`src/rtl/road_fighter_pkg.sv`:
```
// Shared Road Fighter game-logic definitions: fuel FSM encoding, default
// fuel tuning constants used by the HUD and spawn logic, and level clamping.
package road_fighter_pkg;

  typedef enum logic [1:0] {
    FUEL_IDLE  = 2'd0,
    FUEL_RUN   = 2'd1,
    FUEL_LOW   = 2'd2,
    FUEL_EMPTY = 2'd3
  } fuel_state_t;

  localparam int FUEL_MAX_DEFAULT        = 100;
  localparam int FRAMES_PER_UNIT_DEFAULT = 60;
  localparam int LOW_THRESHOLD_DEFAULT   = 20;
  localparam int REFILL_AMOUNT_DEFAULT   = 30;
  localparam int CRASH_PENALTY_DEFAULT   = 5;
  localparam int BLINK_FRAMES_DEFAULT    = 16;

  localparam int FUEL_LEVEL_W = 7;

  // Saturates a signed intermediate level into 0..max_level.
  function automatic logic [FUEL_LEVEL_W-1:0] clamp_level(
    input logic signed [8:0]        v,
    input logic [FUEL_LEVEL_W-1:0]  max_level
  );
    if (v[8]) begin
      return '0;
    end
    if (v[7:0] > {1'b0, max_level}) begin
      return max_level;
    end
    return v[FUEL_LEVEL_W-1:0];
  endfunction

endpackage

```
`src/rtl/frame_divider.sv`:
```
// Counts enabled ticks modulo PERIOD; wrap is high combinationally on the
// tick that rolls the counter back to zero, so the caller sees it that cycle.
module frame_divider #(
  parameter int WIDTH  = 6,
  parameter int PERIOD = 60
) (
  input  logic clk,
  input  logic resetN,
  input  logic clear,
  input  logic tick,
  output logic wrap
);

  localparam logic [WIDTH-1:0] LAST = WIDTH'(PERIOD - 1);

  logic [WIDTH-1:0] count;

  assign wrap = tick && !clear && (count == LAST);

  always_ff @(posedge clk or negedge resetN) begin
    if (!resetN) begin
      count <= '0;
    end else if (clear) begin
      count <= '0;
    end else if (tick) begin
      if (count == LAST) begin
        count <= '0;
      end else begin
        count <= count + WIDTH'(1);
      end
    end
  end

endmodule

```
`src/rtl/fuel_controller.sv`:
```
// Player fuel bookkeeping: burns fuel while driving, applies refills and crash
// penalties with saturation, and drives the FUEL label blink and gauge.
module fuel_controller
  import road_fighter_pkg::*;
#(
  parameter int FUEL_MAX        = FUEL_MAX_DEFAULT,
  parameter int FRAMES_PER_UNIT = FRAMES_PER_UNIT_DEFAULT,
  parameter int LOW_THRESHOLD   = LOW_THRESHOLD_DEFAULT,
  parameter int REFILL_AMOUNT   = REFILL_AMOUNT_DEFAULT,
  parameter int CRASH_PENALTY   = CRASH_PENALTY_DEFAULT,
  parameter int BLINK_FRAMES    = BLINK_FRAMES_DEFAULT
) (
  input  logic       clk,
  input  logic       resetN,
  input  logic       startOfFrame,
  input  logic       gameStart,
  input  logic       driving,
  input  logic       fuelPickup,
  input  logic       crash,
  output logic [6:0] fuelLevel,
  output logic [6:0] gaugeLength,
  output logic       lowFuel,
  output logic       labelEnable,
  output logic       fuelEmpty,
  output logic [1:0] fuelState
);

  localparam logic [1:0] S_IDLE  = FUEL_IDLE;
  localparam logic [1:0] S_RUN   = FUEL_RUN;
  localparam logic [1:0] S_LOW   = FUEL_LOW;
  localparam logic [1:0] S_EMPTY = FUEL_EMPTY;

  localparam logic [6:0]        MAX_LVL = 7'(FUEL_MAX);
  localparam logic [6:0]        LOW_LVL = 7'(LOW_THRESHOLD);
  localparam logic signed [8:0] REFILL  = 9'(REFILL_AMOUNT);
  localparam logic signed [8:0] PENALTY = 9'(CRASH_PENALTY);
  localparam int                BLINK_W = $clog2(BLINK_FRAMES + 1);

  logic [1:0]        state, state_nxt, state_upd;
  logic [6:0]        level, level_nxt, level_upd;
  logic signed [8:0] level_sum;
  logic              burning;
  logic              burn, burn_clear, burn_tick;
  logic              blink_wrap, blink_clear, blink_tick;

  // Event inputs are single-cycle pulses with no back-pressure: each one is
  // consumed in the cycle it is high, and gameStart overrides everything else.
  assign burning     = (state == S_RUN) || (state == S_LOW);
  assign burn_clear  = gameStart || !burning;
  assign burn_tick   = startOfFrame && driving && burning;
  assign blink_clear = gameStart || (state != S_LOW);
  assign blink_tick  = startOfFrame && (state == S_LOW);

  frame_divider #(
    .WIDTH  (6),
    .PERIOD (FRAMES_PER_UNIT)
  ) u_burn_div (
    .clk    (clk),
    .resetN (resetN),
    .clear  (burn_clear),
    .tick   (burn_tick),
    .wrap   (burn)
  );

  frame_divider #(
    .WIDTH  (BLINK_W),
    .PERIOD (BLINK_FRAMES)
  ) u_blink_div (
    .clk    (clk),
    .resetN (resetN),
    .clear  (blink_clear),
    .tick   (blink_tick),
    .wrap   (blink_wrap)
  );

  always_comb begin
    level_sum = $signed({2'b00, level})
              + (fuelPickup ? REFILL : 9'sd0)
              - $signed({8'd0, burn})
              - (crash ? PENALTY : 9'sd0);
    level_upd = clamp_level(level_sum, MAX_LVL);

    if (level_upd == 7'd0) begin
      state_upd = S_EMPTY;
    end else if (level_upd <= LOW_LVL) begin
      state_upd = S_LOW;
    end else begin
      state_upd = S_RUN;
    end

    level_nxt = level;
    state_nxt = state;
    if (gameStart) begin
      level_nxt = MAX_LVL;
      state_nxt = S_RUN;
    end else begin
      case (state)
        S_IDLE: begin
          level_nxt = MAX_LVL;
        end
        S_RUN, S_LOW: begin
          level_nxt = level_upd;
          state_nxt = state_upd;
        end
        S_EMPTY: begin
          level_nxt = 7'd0;
        end
        default: begin
          level_nxt = MAX_LVL;
          state_nxt = S_IDLE;
        end
      endcase
    end
  end

  always_ff @(posedge clk or negedge resetN) begin
    if (!resetN) begin
      state       <= S_IDLE;
      level       <= MAX_LVL;
      lowFuel     <= 1'b0;
      labelEnable <= 1'b1;
      fuelEmpty   <= 1'b0;
    end else begin
      state     <= state_nxt;
      level     <= level_nxt;
      lowFuel   <= (state_nxt == S_LOW);
      fuelEmpty <= (state_nxt == S_EMPTY) && (state != S_EMPTY);
      // The label restarts lit whenever LOW is entered and only blinks while staying there.
      if ((state_nxt != S_LOW) || (state != S_LOW)) begin
        labelEnable <= 1'b1;
      end else if (blink_wrap) begin
        labelEnable <= ~labelEnable;
      end
    end
  end

  assign fuelLevel   = level;
  assign gaugeLength = level;
  assign fuelState   = state;

endmodule

```
`config.mk`:
```
export PLATFORM = sky130hd
export DESIGN_NAME = fuel_controller
export DESIGN_NICKNAME = d
export VERILOG_FILES = /design/src/rtl/road_fighter_pkg.sv /design/src/rtl/frame_divider.sv /design/src/rtl/fuel_controller.sv
export SDC_FILE = /design/constraint.sdc
export NUM_CORES = 1
export LEC_CHECK = 0
export ABC_AREA = 1
export BUFFER_PORTS_ARGS = -buffer_cell sky130_fd_sc_hd__buf_4
export CAP_MARGIN = 10
export CELL_PAD_IN_SITES_DETAIL_PLACEMENT = 1
export CELL_PAD_IN_SITES_GLOBAL_PLACEMENT = 1
export CORE_MARGIN = 2
export CORE_UTILIZATION = 45
export CTS_CLUSTER_DIAMETER = 100
export CTS_CLUSTER_SIZE = 25
export DETAILED_ROUTE_END_ITERATION = 10
export PLACE_DENSITY = 0.87
export REMOVE_ABC_BUFFERS = 1
export SETUP_SLACK_MARGIN = 0.5
export SLEW_MARGIN = 10
export SYNTH_ARGS = -nofsm -noshare
export SYNTH_HDL_FRONTEND = slang
export SYNTH_HIERARCHICAL = 1
export SYNTH_SLANG_ARGS = --single-unit
```
`constraint.sdc`:
```
create_clock -name clk -period 9.9 [get_ports clk]
set_input_delay 0.495 -clock clk [delete_from_list [all_inputs] [get_ports clk]]
set_output_delay 0.495 -clock clk [all_outputs]
set_load 0.02 [all_outputs]
```
==> out/results.txt <==
Run status: complete, no violations
Routed Antenna Nets: 0
Critical Path Slowest Stage Cell: fa_1
Via count: 1728
Via/cell ratio: 5.038
Clock Root Buffer: clkbuf_8
Die H: 71.45 µm
Synth top area cells: dfrtp_1 (23%), ha_1 (12%), nand2_1 (11%), inv_1 (8.8%), dfstp_2 (5.1%)
Area taken by multi-input logic gates: 1204 µm²
Drt wl/cell: 13.37 µm
Top cells by count, synth: nand2_1 (61), inv_1 (48), ha_1 (20)
Vias in the first global route: 1812
Synth warnings: 6
Largest area contributor in the netlist: dfrtp_1
Syn Area/Cell: 7.581 µm²
Nets: 321
Io pins: 26
Pwr Density: 329.5 nW/µm²
DIE AREA: 5104 µm²
Layout area overhead: 11.49%
Most frequent cell after synthesis: nand2_1
Post-synthesis sequential area ratio: 28.36%
Critical path arrival: 4260 ps
Total CTS buffers: 3
# resized after CTS: 0
CTS tree: done
DRC Markers: 0
Max-Cap Viols: 0
Num rows: 24
Total power: 0.0007519 W
DRT Pass-1 Iters: 4
First-pass GRT wire length: 8.252 mm
CP max FO: 8
Initial antenna violation count: 0
Async SR Flop Fraction: 100.0%
Core area: 4354 µm²
Number of DRC markers in iteration 0: 45
Worst-margin pin slew: 405.0 ps
Gpl congestion: 0.8151
Fin. Hold Viols: 0
Global route overflow: 0
Startpoint Class: flip-flop
RSZ-0062 raised after global routing: false
Worst VDD drop: 0.1768 mV
Reg clk slew, reported paths: 90 ps
Fin crit period: 4104 ps
Hold WC Path Type: in -> async
Initial core utilization: 47.01%
Max stage delay on crit path: 460 ps
Layout cells sized above 1: 26.12%
Setup Fix Bufs, Post-CTS: 0
Final Core Density: 52.41%
LEAKAGE: 1.238 nW
Req. time, crit path: 10060 ps
Cts hold-fix bufs: 0
Most frequent CP cell: inv_1
Clk_lat worst skew: 270 ps
Fill cells: 554
Port bufs: 25
Setup CP Type: reg -> reg
Final HPWL DP: 3.835 mm
Period Utilization, post-route: 41.45%
Relative slew slack: 73.00%
Inserted Diodes: 0
Die width: 71.45 µm
Max clock buf depth: 2
Largest net degree at the start of global routing: 24
Clk_skew: 4.007 ps
EDFF count, synth: 0
Endpoint class of the critical path: flip-flop
Netlist Area Pre-Place: 2047 µm²
Top-area cell type share of the netlist area: 23.23%
CTS H-tree lvls: 1
Fmax: 243.7 MHz
Global-route usage over all layers: 20.33%
Netlist cell types: 30
TNS Setup: 0 ps
Main synth FF type: dfrtp_1
CTS Sinks: 23
Register bit count reported by yosys: 23
Cells after Synth: 270
Seq. cell area: 580.6 µm²
Total wire length: 4.586 mm
Setup Viol. Count Final: 0
Slew Viols, Final: 0
[routing by layer]
layer,vias up,GRT usage (%),part of all wire (%)
met5,-,0,0
met4,0,5.031,0.50
met3,2,2.532,2.4
met2,21,36.42,51
met1,822,25.98,46
li1,883,-,-
[where the power goes]
part           total [W]  internal (W)  switching [W]  leakage, nW
logic           0.000555      0.000199       0.000356        0.912
registers       0.000136      0.000117      0.0000193        0.300
clock network  0.0000608     0.0000282      0.0000326       0.0255
[layout by cell type (no fill, tap or decap), drive strengths merged]
| master | count |
|---|---|
| clkbuf | 3 |
| fa | 2 |
| dfstp | 4 |
| nor2 | 22 |
| o21bai | 2 |
| inv | 53 |
| o2111ai | 1 |
| ha | 20 |
| xor2 | 1 |
| nand3b | 1 |
| nand4 | 8 |
| o21a | 2 |
| buf | 25 |
| nand2 | 80 |
| o21ai | 11 |
| dfrtp | 19 |
| clkinv | 1 |
| nand3 | 23 |
| xnor2 | 3 |
| a21oi | 9 |
| nor4 | 1 |
[worst paths after layout]
| kind | startpoint | to | slack (ps) | cells past startpoint |
|---|---|---|---|---|
| max in group asynchronous | resetN | fuelLevel[2] | 9500 | 1 |
| worst min register to register | u_blink_div/count[4] | u_blink_div/count[4] | 550 | 2 |
| worst max-delay path | fuelState[0] | fuelEmpty | 5800 | 25 |
| worst max register to register | fuelState[0] | fuelEmpty | 5800 | 25 |
| worst min-delay path | resetN | lowFuel | 110 | 1 |
| min in group clk | gameStart | fuelLevel[6] | 480 | 3 |
[area by class of cell]
type | instances | area share, %
well taps | 52 | 2.851
clock inverters | 1 | 0.2193
repair buffers | 25 | 8.224
flip-flops and latches | 23 | 25.44
inverters | 53 | 8.717
clock buffers | 3 | 1.809
multi-input cells | 186 | 52.74
[state kept, by name (all words and copies together), names as in the netlist]
signal	cells
fuelEmpty	1
fuelLevel	7
fuelState	2
labelEnable	1
lowFuel	1
u_blink_div/count	5
u_burn_div/count	6
[critical path: cells and delay by family, from the launching register on]
kind | cells | cell delay, ps
flops | 1 | 400
xor+xnor | 1 | 300
buf+inv | 7 | 520
fa+ha+maj | 4 | 1450
compound gates | 1 | 170
simple gates | 12 | 1170
[cell families (layout without fill, tap and decap cells)]
family / Yosys count / after routing / share of synthesized area [%]
flops: 23 / 23 / 28.36
xor+xnor: 4 / 4 / 1.712
compound gates: 25 / 25 / 7.702
fa+ha+maj: 22 / 22 / 14.18
simple gates: 135 / 135 / 35.21
buf+inv: 61 / 82 / 12.84
[metrics by stage]
stage	hold WS [ps]	worst slack, ps	instance area, µm²	instances
6_report	106.9	5796	2282	343
5_1_grt	114.5	5386	2282	343
4_1_cts	112.6	5765	2282	343
3_5_place_dp	412.4	5791	2236	339
3_3_place_gp	412.9	5954	2236	339
2_1_floorplan	199.4	6090	1983	262
(Power assumes the default switching activity.)
